<file path="config.mk">
export PLATFORM = sky130hd
export DESIGN_NAME = simple_bus_master
export DESIGN_NICKNAME = d
export VERILOG_FILES = /design/src/rtl/simple_bus_pkg.sv /design/src/rtl/simple_bus_wdog.sv /design/src/rtl/simple_bus_master.sv
export SDC_FILE = /design/constraint.sdc
export NUM_CORES = 1
export LEC_CHECK = 0
export CELL_PAD_IN_SITES_DETAIL_PLACEMENT = 0
export CELL_PAD_IN_SITES_GLOBAL_PLACEMENT = 2
export CORE_MARGIN = 3
export CORE_UTILIZATION = 27
export CTS_CLUSTER_DIAMETER = 30
export DETAILED_ROUTE_END_ITERATION = 6
export MAX_ROUTING_LAYER = met4
export PLACE_DENSITY_LB_ADDON = 0.1
export SLEW_MARGIN = 20
export SYNTH_ARGS = -nofsm -noshare
export SYNTH_HDL_FRONTEND = slang
export SYNTH_SLANG_ARGS = --single-unit
</file>
<file path="constraint.sdc">
create_clock -name clk -period 1.8 [get_ports clk]
set_clock_uncertainty 0.05 [all_clocks]
set_input_delay 0.54 -clock clk [delete_from_list [all_inputs] [get_ports clk]]
set_output_delay 0.54 -clock clk [all_outputs]
set_load 0.005 [all_outputs]
</file>
<file path="src/rtl/simple_bus_pkg.sv">
// ============================================================================
// Module      : simple_bus_pkg
// Description : Shared types and defaults for the simple_bus master side.
// Revision    : 1.0 - initial release
// ============================================================================
`default_nettype none

package simple_bus_pkg;

    localparam int unsigned DEFAULT_ADDR_W = 8;
    localparam int unsigned DEFAULT_DATA_W = 8;

    typedef enum logic [1:0] {
        MODE_READ  = 2'b00,
        MODE_WRITE = 2'b01
    } mode_e;

    typedef enum logic [2:0] {
        IDLE  = 3'd0,
        REQ   = 3'd1,
        START = 3'd2,
        WAIT  = 3'd3,
        RESP  = 3'd4
    } state_e;

    // Both 2'b10 and 2'b11 are reserved, so bit 1 alone identifies them.
    function automatic logic mode_is_reserved(input logic [1:0] m);
        return m[1];
    endfunction

endpackage

`default_nettype wire

</file>
<file path="src/rtl/simple_bus_wdog.sv">
// ============================================================================
// Module      : simple_bus_wdog
// Description : rdy watchdog; only built with SIMPLE_BUS_MASTER_TIMEOUT_EN.
// Revision    : 1.0 - initial release
// ============================================================================
`default_nettype none

`ifdef SIMPLE_BUS_MASTER_TIMEOUT_EN
module simple_bus_wdog #(
    parameter int unsigned LIMIT = 64
) (
    input  logic clk,
    input  logic rst_n,
    input  logic clear_i,
    input  logic enable_i,
    output logic expired_o
);

    localparam int unsigned CNT_W = $clog2(LIMIT + 1);

    logic [CNT_W-1:0] count_q;
    logic [CNT_W-1:0] count_d;

    // expired_o flags the LIMIT-th enabled cycle so the caller can act on its edge.
    assign expired_o = (count_q == CNT_W'(LIMIT - 1));

    always_comb begin
        count_d = count_q;
        if (clear_i) begin
            count_d = '0;
        end else if (enable_i && !expired_o) begin
            count_d = count_q + CNT_W'(1);
        end
    end

    always_ff @(posedge clk) begin
        if (!rst_n) begin
            count_q <= '0;
        end else begin
            count_q <= count_d;
        end
    end

endmodule
`endif

`default_nettype wire

</file>
<file path="src/rtl/simple_bus_master.sv">
// ============================================================================
// Module      : simple_bus_master
// Description : simple_bus initiator: cmd port -> req/gnt/start/rdy -> rsp port.
//               Optional rdy watchdog enabled by SIMPLE_BUS_MASTER_TIMEOUT_EN.
// Revision    : 1.0 - initial release
// ============================================================================
`default_nettype none

module simple_bus_master
    import simple_bus_pkg::*;
#(
    parameter int unsigned ADDR_W         = DEFAULT_ADDR_W,
    parameter int unsigned DATA_W         = DEFAULT_DATA_W,
    parameter int unsigned TIMEOUT_CYCLES = 64
) (
    input  logic              clk,
    input  logic              rst_n,
    input  logic              cmd_valid,
    output logic              cmd_ready,
    input  logic [1:0]        cmd_mode,
    input  logic [ADDR_W-1:0] cmd_addr,
    input  logic [DATA_W-1:0] cmd_wdata,
    output logic              rsp_valid,
    input  logic              rsp_ready,
    output logic [DATA_W-1:0] rsp_rdata,
    output logic              rsp_err,
    output logic              req,
    input  logic              gnt,
    output logic              start,
    output logic [ADDR_W-1:0] addr,
    output logic [1:0]        mode,
    output logic [DATA_W-1:0] data_o,
    output logic              data_oe,
    input  logic [DATA_W-1:0] data_i,
    input  logic              rdy
);

    state_e            state_q;
    logic [1:0]        lat_mode_q;
    logic [ADDR_W-1:0] lat_addr_q;
    logic [DATA_W-1:0] lat_wdata_q;

    logic              cmd_ready_q;
    logic              rsp_valid_q;
    logic [DATA_W-1:0] rsp_rdata_q;
    logic              rsp_err_q;
    logic              req_q;
    logic              start_q;
    logic [ADDR_W-1:0] addr_q;
    logic [1:0]        mode_q;
    logic [DATA_W-1:0] data_o_q;
    logic              data_oe_q;

    logic              w_wait_done;
    logic              w_lat_is_write;

    assign w_lat_is_write = (lat_mode_q == MODE_WRITE);

`ifdef SIMPLE_BUS_MASTER_TIMEOUT_EN
    logic w_expired;

    simple_bus_wdog #(
        .LIMIT (TIMEOUT_CYCLES)
    ) u_wdog (
        .clk       (clk),
        .rst_n     (rst_n),
        .clear_i   (state_q == START),
        .enable_i  (state_q == WAIT),
        .expired_o (w_expired)
    );

    // rdy in the expiry cycle still counts as a normal completion.
    assign w_wait_done = rdy || w_expired;
`else
    assign w_wait_done = rdy;
`endif

    always_ff @(posedge clk) begin
        if (!rst_n) begin
            state_q     <= IDLE;
            lat_mode_q  <= 2'b00;
            lat_addr_q  <= '0;
            lat_wdata_q <= '0;
            cmd_ready_q <= 1'b0;
            rsp_valid_q <= 1'b0;
            rsp_rdata_q <= '0;
            rsp_err_q   <= 1'b0;
            req_q       <= 1'b0;
            start_q     <= 1'b0;
            addr_q      <= '0;
            mode_q      <= 2'b00;
            data_o_q    <= '0;
            data_oe_q   <= 1'b0;
        end else begin
            start_q <= 1'b0;
            unique case (state_q)
                IDLE: begin
                    if (cmd_ready_q && cmd_valid) begin
                        cmd_ready_q <= 1'b0;
                        lat_mode_q  <= cmd_mode;
                        lat_addr_q  <= cmd_addr;
                        lat_wdata_q <= cmd_wdata;
                        if (mode_is_reserved(cmd_mode)) begin
                            rsp_valid_q <= 1'b1;
                            rsp_err_q   <= 1'b1;
                            rsp_rdata_q <= '0;
                            state_q     <= RESP;
                        end else begin
                            req_q   <= 1'b1;
                            state_q <= REQ;
                        end
                    end else begin
                        cmd_ready_q <= 1'b1;
                    end
                end

                REQ: begin
                    if (gnt) begin
                        start_q   <= 1'b1;
                        addr_q    <= lat_addr_q;
                        mode_q    <= lat_mode_q;
                        data_oe_q <= w_lat_is_write;
                        data_o_q  <= w_lat_is_write ? lat_wdata_q : '0;
                        state_q   <= START;
                    end
                end

                START: begin
                    state_q <= WAIT;
                end

                WAIT: begin
                    if (w_wait_done) begin
                        req_q       <= 1'b0;
                        data_oe_q   <= 1'b0;
                        data_o_q    <= '0;
                        addr_q      <= '0;
                        mode_q      <= 2'b00;
                        rsp_valid_q <= 1'b1;
                        rsp_err_q   <= !rdy;
                        rsp_rdata_q <= (rdy && lat_mode_q == MODE_READ) ? data_i : '0;
                        state_q     <= RESP;
                    end
                end

                RESP: begin
                    if (rsp_ready) begin
                        rsp_valid_q <= 1'b0;
                        cmd_ready_q <= 1'b1;
                        state_q     <= IDLE;
                    end
                end

                default: begin
                    state_q <= IDLE;
                end
            endcase
        end
    end

    assign cmd_ready = cmd_ready_q;
    assign rsp_valid = rsp_valid_q;
    assign rsp_rdata = rsp_rdata_q;
    assign rsp_err   = rsp_err_q;
    assign req       = req_q;
    assign start     = start_q;
    assign addr      = addr_q;
    assign mode      = mode_q;
    assign data_o    = data_o_q;
    assign data_oe   = data_oe_q;

endmodule

`default_nettype wire
</file>
==> impl_metrics.json <==
{
  "clock_power_share": 0.303,
  "cts-root-buf": "clkbuf_8",
  "cts_buffers": 5,
  "cts_sinks": 53,
  "final_antenna_net_count": 0,
  "slew_violations": 0,
  "cts_tree": "yes",
  "io_buffers": 63,
  "synth_edf_count": 0,
  "slowest_delay_ns": 0.51,
  "via_per_inst": 4.620,
  "slew_headroom": 0.5820,
  "multiInputGateArea_um2": 947.2,
  "die_h_um": 93.44,
  "grt_pass1_wl_mm": 9.225,
  "syn_inst": 220,
  "fin_crit_ns": 1.769,
  "clk_pin_slew_ns": 0.10,
  "num_rows": 31,
  "fin_crit_sh": 0.9825,
  "top_level_ports": 64,
  "drt_iter0_markers": 73,
  "static-leakage-power_nw": 1.141,
  "hp-class": "reg2reg",
  "clk_path_buf_depth": 2,
  "cts_max_level": 2,
  "wirelength_mm": 5.596,
  "crit_arrival_ns": 1.18,
  "place.gp.congestion": 0.7697,
  "p_comb_frac": 0.139,
  "crit_required_ns": 1.21,
  "path_delay_family": "buffers and inverters",
  "antenna_found_initial": 0,
  "die_w_um": 93.44,
  "status": "complete, no violations",
  "setup_viol": 0,
  "hold_viol": 0,
  "track_usage": 0.1391,
  "clk-insertion-delay-late_ns": 0.31,
  "ctsHoldBuffers": 0,
  "yosys_warnings": 0,
  "fin_total_pwr_w": 0.002261,
  "irDropWorstVdd_mv": 0.3194,
  "syn_avg_cell_area_um2": 9.384,
  "dp_hpwl_mm": 3.894,
  "dr.pass1.iters": 6,
  "p_sw_w": 0.0005901,
  "grt_pass1_vias": 1782,
  "fillers": 731,
  "wl_per_cell_um": 14.46,
  "nets": 319,
  "ys_seq_elements": 53,
  "grt_max_degree": 52,
  "overflow": 0,
  "async_reset_ff_frac": 0,
  "slowest_stage": "clkdlybuf4s50_1",
  "synth_nets": 252,
  "diodes": 0,
  "drc_errors": 0,
  "path_cells": "clkdlybuf4s50_1",
  "fmax_mhz": 565.4,
  "worstPathMaxFanout": 2,
  "maxCapViolCount": 0,
  "switching_share": 0.2610,
  "design.die.area_um2": 8731,
  "path_buf_inv": 1,
  "p_per_area_nw_per_um2": 742.2,
  "synth.distinct_cells": 36,
  "cp-start-kind": "flop",
  "whs_ns": 0.4144,
  "ys_seq_area_frac": 0.5139,
  "p_int_w": 0.001671,
  "drive_above_1_share": 0.1875,
  "crit_type": "reg2out",
  "area_delta_synth_final_pct": 47.58,
  "p_seq_frac": 0.557,
  "vias": 1788,
  "coreArea_um2": 7331,
  "ys_dominant_reg_cell": "dfxtp_1",
  "seq_area_um2": 1080,
  "netlist_area_um2": 2064,
  "worstSetupEndpointType": "output pin",
  "start_util": 0.2816,
  "worst_pin_slew_ns": 0.6247
}
## cells by family after synthesis
kind of cell	synth area share
AOI/OAI and AO/OA	0.1333
buffers and inverters	0.04606
DFF	0.5139
muxes	0.08242
and+or+nand+nor	0.2243
## cells in the mapped netlist (2+ instances only)
master,n,share of area
nand2_1,47,0.085
o21ai_0,10,0.024
nand4_1,8,0.024
a22o_1,10,0.042
dfxtp_1,53,0.51
inv_1,2,0.0036
a31o_2,8,0.034
nand4b_1,2,0.0085
buf_2,10,0.024
nand3_1,9,0.022
nor2_1,2,0.0036
nor3_1,8,0.019
clkbuf_1,8,0.015
o22ai_1,3,0.0091
mux2i_1,17,0.082
and3_1,3,0.0091
## through the flow
step	cell area, um^2	util	cells	TNS (ns)	setup slack, ns
after global placement	2895	0.3949	378	-8.020	-0.2804
after floorplan	2064	-	220	0	0.3096
final	3047	0.4156	387	0	0.03147
after detailed placement	2895	0.3949	378	-9.254	-0.2862
after global routing	3047	0.4156	387	-0.1091	-0.02980
after CTS	2987	0.4074	386	0	0.01161
## cell type report
cell class / count / area share
Timing Repair Buffer: 79 / 0.2620
Clock inverter: 3 / 0.006982
Inverter: 2 / 0.002464
Sequential cell: 53 / 0.3544
Clock buffer: 5 / 0.02259
Tap cell: 99 / 0.04066
Multi-Input combinational cell: 146 / 0.3109
## sequential cells by signal (all words and copies together), names as in the netlist
signal / count
addr: 8
start: 1
req: 1
lat_addr_q: 8
rsp_rdata: 8
lat_wdata_q: 8
mode: 2
cmd_ready: 1
state_q: 3
data_oe: 1
lat_mode_q: 2
data_o: 8
rsp_valid: 1
rsp_err: 1
## placed cells by master (no fill, tap or decap), types with 2 or more instances in the layout
master           Yosys  final
dfxtp_2              0     15
nand3_1              9      9
a31o_2               8      8
o21ai_0             10     10
nand4b_1             2      2
nor2_1               2      2
o22ai_1              3      3
clkbuf_8             0      5
nor3_1               8      8
dfxtp_1             53     38
inv_1                2      2
clkdlybuf4s50_1      0     61
nand4_1              8      8
nand2_1             47     47
and3_1               3      3
buf_4                1     12
a22o_1              10     10
mux2i_1             17     17
buf_12               0      4
## path summary, 6_finish.rpt
check	slack [ns]	from	cells after the start	endpoint
max	0.03	addr[2]$_SDFFE_PN0P_	1	addr[2]
min	0.41	lat_addr_q[4]$_SDFFE_PN0P_	2	lat_addr_q[4]$_SDFFE_PN0P_
max reg2reg	0.16	state_q[1]$_SDFFE_PN0P_	4	rsp_valid$_SDFFE_PN0P_
min reg2reg	0.41	lat_addr_q[4]$_SDFFE_PN0P_	2	lat_addr_q[4]$_SDFFE_PN0P_
## routing by layer
metal	vias up	track usage	wire length, um
met4	0	0.04396	72
met5	-	-	0
li1	918	-	-
met1	821	0.1970	2812
met3	7	0.02977	238
met2	42	0.1971	2473
## power by group through the flow
stage,Clock (W),Combinational [W],Sequential [W]
after floorplan,0,0.000155,0.00127
after global placement,0,0.000309,0.00128
after detailed placement,0,0.000310,0.00128
after CTS,0.000718,0.000311,0.00126
after global routing,0.000759,0.000347,0.00127
final,0.000686,0.000315,0.00126
## timing repair
action,4_1_cts,5_1_grt
pin swaps,0,0
setup buffers,0,1
endpoints found under the setup margin,1,34
resized for setup,1,20
hold endpoints to repair,0,0
Note: power is estimated with default switching activity, not from simulation.
